$ cat src/rtl/bcd_digit_converter.sv
// Sequential binary-to-BCD converter (double dabble, one bit per clock).
// Inputs above 9999 are clamped to 9999 and flagged. The last result holds between conversions.
module bcd_digit_converter #(
  parameter int unsigned IN_WIDTH = 14
) (
  input  logic                clk,
  input  logic                rstN,
  input  logic                start,
  input  logic [IN_WIDTH-1:0] binIn,
  output logic                busy,
  output logic                done,
  output logic [15:0]         digits,
  output logic                overflow
);

  localparam int unsigned CNT_W  = $clog2(IN_WIDTH);
  localparam int unsigned BCD_W  = 16;
  localparam int unsigned EXT_W  = 14;

  typedef enum logic [1:0] {
    IDLE    = 2'd0,
    CONVERT = 2'd1
  } state_e;

  state_e              state_q, state_d;
  logic [IN_WIDTH-1:0] operand_q, operand_d;
  logic [BCD_W-1:0]    scratch_q, scratch_d;
  logic [CNT_W-1:0]    cnt_q, cnt_d;
  logic                ovf_q, ovf_d;
  logic                busy_q, busy_d;
  logic                done_q, done_d;
  logic [BCD_W-1:0]    digits_q, digits_d;
  logic                overflow_q, overflow_d;

  logic [EXT_W-1:0]    bin_ext;
  logic [BCD_W-1:0]    adj;

  assign bin_ext = EXT_W'(binIn);

  // State and datapath registers
  always_ff @(posedge clk or negedge rstN) begin
    if (!rstN) begin
      state_q    <= IDLE;
      operand_q  <= '0;
      scratch_q  <= '0;
      cnt_q      <= '0;
      ovf_q      <= 1'b0;
      busy_q     <= 1'b0;
      done_q     <= 1'b0;
      digits_q   <= '0;
      overflow_q <= 1'b0;
    end else begin
      state_q    <= state_d;
      operand_q  <= operand_d;
      scratch_q  <= scratch_d;
      cnt_q      <= cnt_d;
      ovf_q      <= ovf_d;
      busy_q     <= busy_d;
      done_q     <= done_d;
      digits_q   <= digits_d;
      overflow_q <= overflow_d;
    end
  end

  // Next-state, iteration datapath and output logic
  always_comb begin
    state_d    = state_q;
    operand_d  = operand_q;
    scratch_d  = scratch_q;
    cnt_d      = cnt_q;
    ovf_d      = ovf_q;
    busy_d     = busy_q;
    done_d     = 1'b0;
    digits_d   = digits_q;
    overflow_d = overflow_q;

    // Add 3 to each nibble that is >= 5, independently (no inter-nibble carry)
    adj = scratch_q;
    for (int n = 0; n < 4; n++) begin
      if (scratch_q[4*n +: 4] >= 4'd5) begin
        adj[4*n +: 4] = scratch_q[4*n +: 4] + 4'd3;
      end
    end

    case (state_q)
      IDLE: begin
        busy_d = 1'b0;
        if (start) begin
          if (bin_ext > EXT_W'(9999)) begin
            operand_d = IN_WIDTH'(EXT_W'(9999));
            ovf_d     = 1'b1;
          end else begin
            operand_d = binIn;
            ovf_d     = 1'b0;
          end
          scratch_d = '0;
          cnt_d     = '0;
          busy_d    = 1'b1;
          state_d   = CONVERT;
        end
      end
      CONVERT: begin
        scratch_d = BCD_W'({adj, operand_q[IN_WIDTH-1]});
        operand_d = {operand_q[IN_WIDTH-2:0], 1'b0};
        cnt_d     = cnt_q + CNT_W'(1);
        if (cnt_q == CNT_W'(IN_WIDTH - 1)) begin
          digits_d   = scratch_d;
          overflow_d = ovf_q;
          done_d     = 1'b1;
          busy_d     = 1'b0;
          state_d    = IDLE;
        end
      end
      default: begin
        busy_d  = 1'b0;
        state_d = IDLE;
      end
    endcase
  end

  assign busy     = busy_q;
  assign done     = done_q;
  assign digits   = digits_q;
  assign overflow = overflow_q;

endmodule
$ cat config.mk
export PLATFORM = sky130hd
export DESIGN_NAME = bcd_digit_converter
export DESIGN_NICKNAME = d
export VERILOG_FILES = /design/src/rtl/bcd_digit_converter.sv
export SDC_FILE = /design/constraint.sdc
export NUM_CORES = 1
export LEC_CHECK = 0
export BUFFER_PORTS_ARGS = -buffer_cell sky130_fd_sc_hd__clkbuf_2
export CAP_MARGIN = 20
export CORE_UTILIZATION = 35
export DETAILED_ROUTE_END_ITERATION = 12
export GPL_TIMING_DRIVEN = 0
export PLACE_DENSITY = 0.61
export SYNTH_ARGS = -nofsm -noshare
export SYNTH_HDL_FRONTEND = slang
export SYNTH_SLANG_ARGS = --single-unit
$ cat constraint.sdc
create_clock -name clk -period 1.75 [get_ports clk]
set_input_delay 0.2625 -clock clk [delete_from_list [all_inputs] [get_ports clk]]
set_output_delay 0.2625 -clock clk [all_outputs]
set_load 0.01 [all_outputs]
### After elaboration in Yosys (flattened, before gate mapping)

Index checks and enable logic that the tools add are counted.

| word-level totals | value |
|---|---|
| output and inout bits | 19 |
| register bits | 56 |

| cells by class | value |
|---|---|
| multiplexer cells | 20 |
| order comparisons | 5 |
| reductions and logical operators | 6 |
| add/sub/neg operators | 5 |
| equal/unequal tests | 4 |

Operators with widths:

| kind | count |
|---|---|
| 16-bit case mux with 2 select lines | 1 |
| 14-bit two-way mux | 2 |
| 14-bit case mux with 2 select lines | 1 |
| 4-bit by 3-bit greater-or-equal comparator with 1-bit output (second input constant) | 4 |
| 16-bit two-way mux | 1 |
| 4-bit two-way mux | 4 |
| 14-bit > comparator (second input constant) | 1 |
| 4-bit by 2-bit adder with 4-bit output (second input constant) | 3 |
| 4-bit case mux with 2 select lines | 1 |
| 2-bit AND reduction | 4 |
| 1-bit two-way mux | 5 |
| 4-bit by 1-bit adder with 4-bit output (second input constant) | 1 |
| 4-bit equality test (second input constant) | 1 |
| 2-bit two-way mux | 2 |
| 2-bit inequality test (second input constant) | 2 |
| 2-bit case mux with 2 select lines | 1 |
| 3-bit by 2-bit adder with 3-bit output (second input constant) | 1 |
| 3-bit two-way mux | 1 |
| 2-bit by 1-bit equality test with 1-bit output (second input constant) | 1 |
| 2-bit zero test | 1 |
| 1-bit case mux with 2 select lines | 1 |
| 2-bit nonzero test | 1 |

### Logic depth before layout (Yosys ltp)

| logic depth | value |
|---|---|
| depth after elaboration | 4 |
| gate-level depth with buffers | 6 |

### Least setup slack after synthesis

OpenSTA, ideal clock, no wires.

| path | value |
|---|---|
| path type | reg-to-reg |
| start point | register scratch_q[0] |
| end point | register digits_q[2], in the netlist digits[2] |
| stages on the path, launching flop included | 7 |
| data arrival time | 1.404 ns |
| setup slack | 0.263 ns |
| setup time | 0.083 ns |
| required time | 1.667 ns |
| cell sequence | dfrtp_1 inv_1 ha_1 nand2b_1 a21oi_1 mux2_2 o21ai_0 |

| on the way | value |
|---|---|
| longest elaborated chain between the ends | 2 |
| elaborated cells between the ends (all ways) | 3 |
| those cells by class | add/sub: 1; order compare: 1; mux: 1 |

RTL lines:

| item | line | RTL |
|---|---|---|
| start, declared | 27 | `logic [BCD_W-1:0] scratch_q, scratch_d;` |
| start signal, assigned | 55 | `scratch_q <= scratch_d;` |
| 4-bit by 2-bit adder with 4-bit output / 4-bit by 3-bit greater-or-equal comparator with 1-bit output (equally long branches) | 81, 80 |  |
| 4-bit two-way mux (*) | 80 | `if (scratch_q[4*n +: 4] >= 4'd5) begin` |
| end signal, assigned | 60 | `digits_q <= digits_d;` |
| end, declared | 32 | `logic [BCD_W-1:0] digits_q, digits_d;` |

Every way passes the cells marked *; elsewhere a longest branch is shown, timed or not.
A chain may end at the register's enable or synchronous reset.

### Final worst setup path

Ends and elaborated chain as after synthesis.

==> impl_results.md <==
* Period Utilization, post-route at 91.47%
* Cell variety after synth at 32
* Starting Density at 36.02%
* RSZ-0062 raised after global routing: no
* Status: completed
* Multi-input gate area at 0.001282 mm^2
* Clock transition at path regs at 0.10 ns
* Logic gate share of total power at 45.3%
* # Post-CTS Setup Buffers at 0
* Worst-skew pair later-pin latency at 0.31 ns
* CTS tree: yes
* Gpl congestion at 0.7920
* Resized Gates After CTS at 0
* Worst Path Arrival at 1.83 ns
* Slew Limit Fails at 0
* Post-route ant nets at 0
* Sequential area share after synthesis at 49.71%
* Boundary pin count at 36
* Sequential share of power at 41.5%
* Post-synth EDFFs at 0
* Final Hold Viols at 0
* First-pass GRT wire length at 9549 um
* Largest net degree at the start of global routing at 56
* Clock network fraction of design power at 13.2%
* Flops & latches, synth at 55
* Reg-to-Reg Start: scratch_q[0]$_DFFE_PN0P_
* VDD IR max at 0.0006779 V
* Vias at 1959
* Sw Share at 38.72%
* Total grt overflow at 0
* Startpoint Class: flip-flop
* Mapped Cells at 260
* Port Buffer Count at 35
* Worst Tran Pin Value at 0.7709 ns
* Via/cell ratio at 4.849
* First DRT Iteration DRCs at 71
* Drc violations at 0
* Crit path capture type: flip-flop
* Clk buf depth at 2
* Total GRT Usage at 14.62%
* Detailed Place HPWL at 3867 um
* Vias in the first global route at 2016
* Final setup viols at 0
* WL final at 5499 um
* Sink Count at 55
* Final total power at 5419 uW
* DIE AREA at 0.008271 mm^2
* H-tree Lvls at 2
* Clock Skews at 0.01024 ns
* Max-Slew Margin vs Limit at 48.60%
* Synth Flop Type: dfrtp_1
* Share of cells above drive strength 1 at 23.51%
* Root buf cell: clkbuf_8
* Die Wd at 90.95 um
* Commonest non-fill, non-tap cell in the layout: dfrtp_1
* Crit-path max FO at 3
* Reg area at 0.001376 mm^2
* Total CTS buffers at 5
* Commonest cells after routing, fill and taps aside: 55 x dfrtp_1, 34 x clkbuf_2, 29 x nand2_1
* # diodes at 0
* Tmin final at 1.601 ns
* Setup Crit Path Kind: flip-flop to flip-flop
* Placed inst area at 0.003074 mm^2
* Worst R2R Setup Slack at 0.15 ns
* Ys async rst share at 100.0%
* Static leakage at 0.001599 uW
* Avg Cell Area, Syn at 10.65 um^2
* Pwr dens at 1710 mW/mm^2
* Layout fillers at 793
* Routed WL per cell at 13.61 um
* Psw at 2098 uW
* Die height at 90.95 um
* Hold WC Path Type: input pin to async pin
* Mapped cell area at 0.002769 mm^2
* Final #Nets at 329
* R2R cell count at 6
* Final Cell Area at 0.003169 mm^2
* Int Power at 3320 uW
* Setup TNS at 0 ns
* Worst Path Required at 1.98 ns
* Core area at 0.007687 mm^2
* Post-Syn Nets at 287
* Placed cell count at 397
* # hold bufs at CTS at 0
* Initial antenna violation count at 0
* R2r endpoint: digits[2]$_DFFE_PN0P_
* Max Cap Viol at 0
* Pre-antenna DRT Iters at 4
* Layout area overhead at 14.46%
* Synth warnings at 0
* Fmax at 624.7 MHz
* Placement Rows at 32
* Fin cells at 404
-- metrics by stage --
step                      hold slack, ns  worst slack [ns]  utilization (%)
final                            0.04619            0.1493            41.23
after global routing              0.1173          0.003160            41.23
after CTS                        0.07950           0.08498            41.13
after detailed placement          0.4187            0.1046            39.99
after global placement            0.4626            0.1486            39.96
after floorplan                 -0.03309            0.2632                -
-- synth_stat cells, types with 6 or more instances --
cell type	instances	area, um^2
a21o_1	6	45.04
a21oi_1	14	70.07
buf_2	7	35.03
dfrtp_1	55	1376
ha_1	10	125.1
inv_1	14	52.55
mux2_2	11	123.9
mux2i_1	22	220.2
nand2_1	29	108.9
nand2b_1	17	106.4
nor2_1	8	30.03
nor3b_1	7	52.55
o21ai_0	21	105.1
-- final cells by class --
class                           count  area share (%)
Sequential cell                    55           43.43
Multi-Input combinational cell    178           40.47
Timing Repair Buffer               35           5.606
Tap cell                          102           4.027
Clock buffer                        6           2.606
Buffer                             12           1.934
Inverter                           15           1.777
Clock inverter                      1          0.1579
-- sequential cells by signal, indices dropped and copies added, names as in the netlist --
register   cells
busy           1
cnt_q          4
digits        16
done           1
operand_q     14
overflow       1
ovf_q          1
scratch_q     16
state_q        1
-- worst max-delay path by stage --
stage,startpoint,end,cells after the start
after floorplan,scratch_q[0]$_DFFE_PN0P_,digits[2]$_DFFE_PN0P_,6
after global placement,scratch_q[0]$_DFFE_PN0P_,digits[2]$_DFFE_PN0P_,6
after detailed placement,scratch_q[0]$_DFFE_PN0P_,digits[2]$_DFFE_PN0P_,6
after CTS,scratch_q[0]$_DFFE_PN0P_,digits[2]$_DFFE_PN0P_,6
after global routing,scratch_q[4]$_DFFE_PN0P_,scratch_q[6]$_DFFE_PN0P_,6
final,scratch_q[0]$_DFFE_PN0P_,digits[2]$_DFFE_PN0P_,6
-- worst max-delay path, cell delays in order, from the launching register on --
cell and delay (ns):
dfrtp_1 0.41, inv_1 0.13, ha_1 0.21, nand2b_1 0.09
a21oi_2 0.18, mux2_2 0.37, o21ai_0 0.14
-- layer usage --
layer | part of all wire, % | up-vias | track usage [%]
li1 | - | 968 | -
met1 | 49 | 951 | 19.66
met2 | 46 | 34 | 23.67
met3 | 3.9 | 6 | 3.266
met4 | 1.0 | 0 | 4.233
met5 | 0 | - | 0
-- power groups by stage --
stage               registers (uW)  logic, uW  clock network [uW]
floorplan                     2270       1770                   0
global placement              2250       2400                   0
detailed placement            2270       2470                   0
CTS                           2240       2480                 738
global route                  2320       2810                 786
finish                        2250       2460                 714
-- cells by family (layout without fill, tap and decap cells) --
group           count (synthesis)  after routing  share of synthesized area [%]
simple gates                   74             74                          14.23
compound gates                 55             55                          12.97
flops                          55             55                          49.71
mux                            33             33                          12.43
buf+inv                        27             69                          4.247
fa+ha+maj                      10             10                          4.519
xor+xnor                        6              6                          1.898
Power figures use the tool's default switching activity.
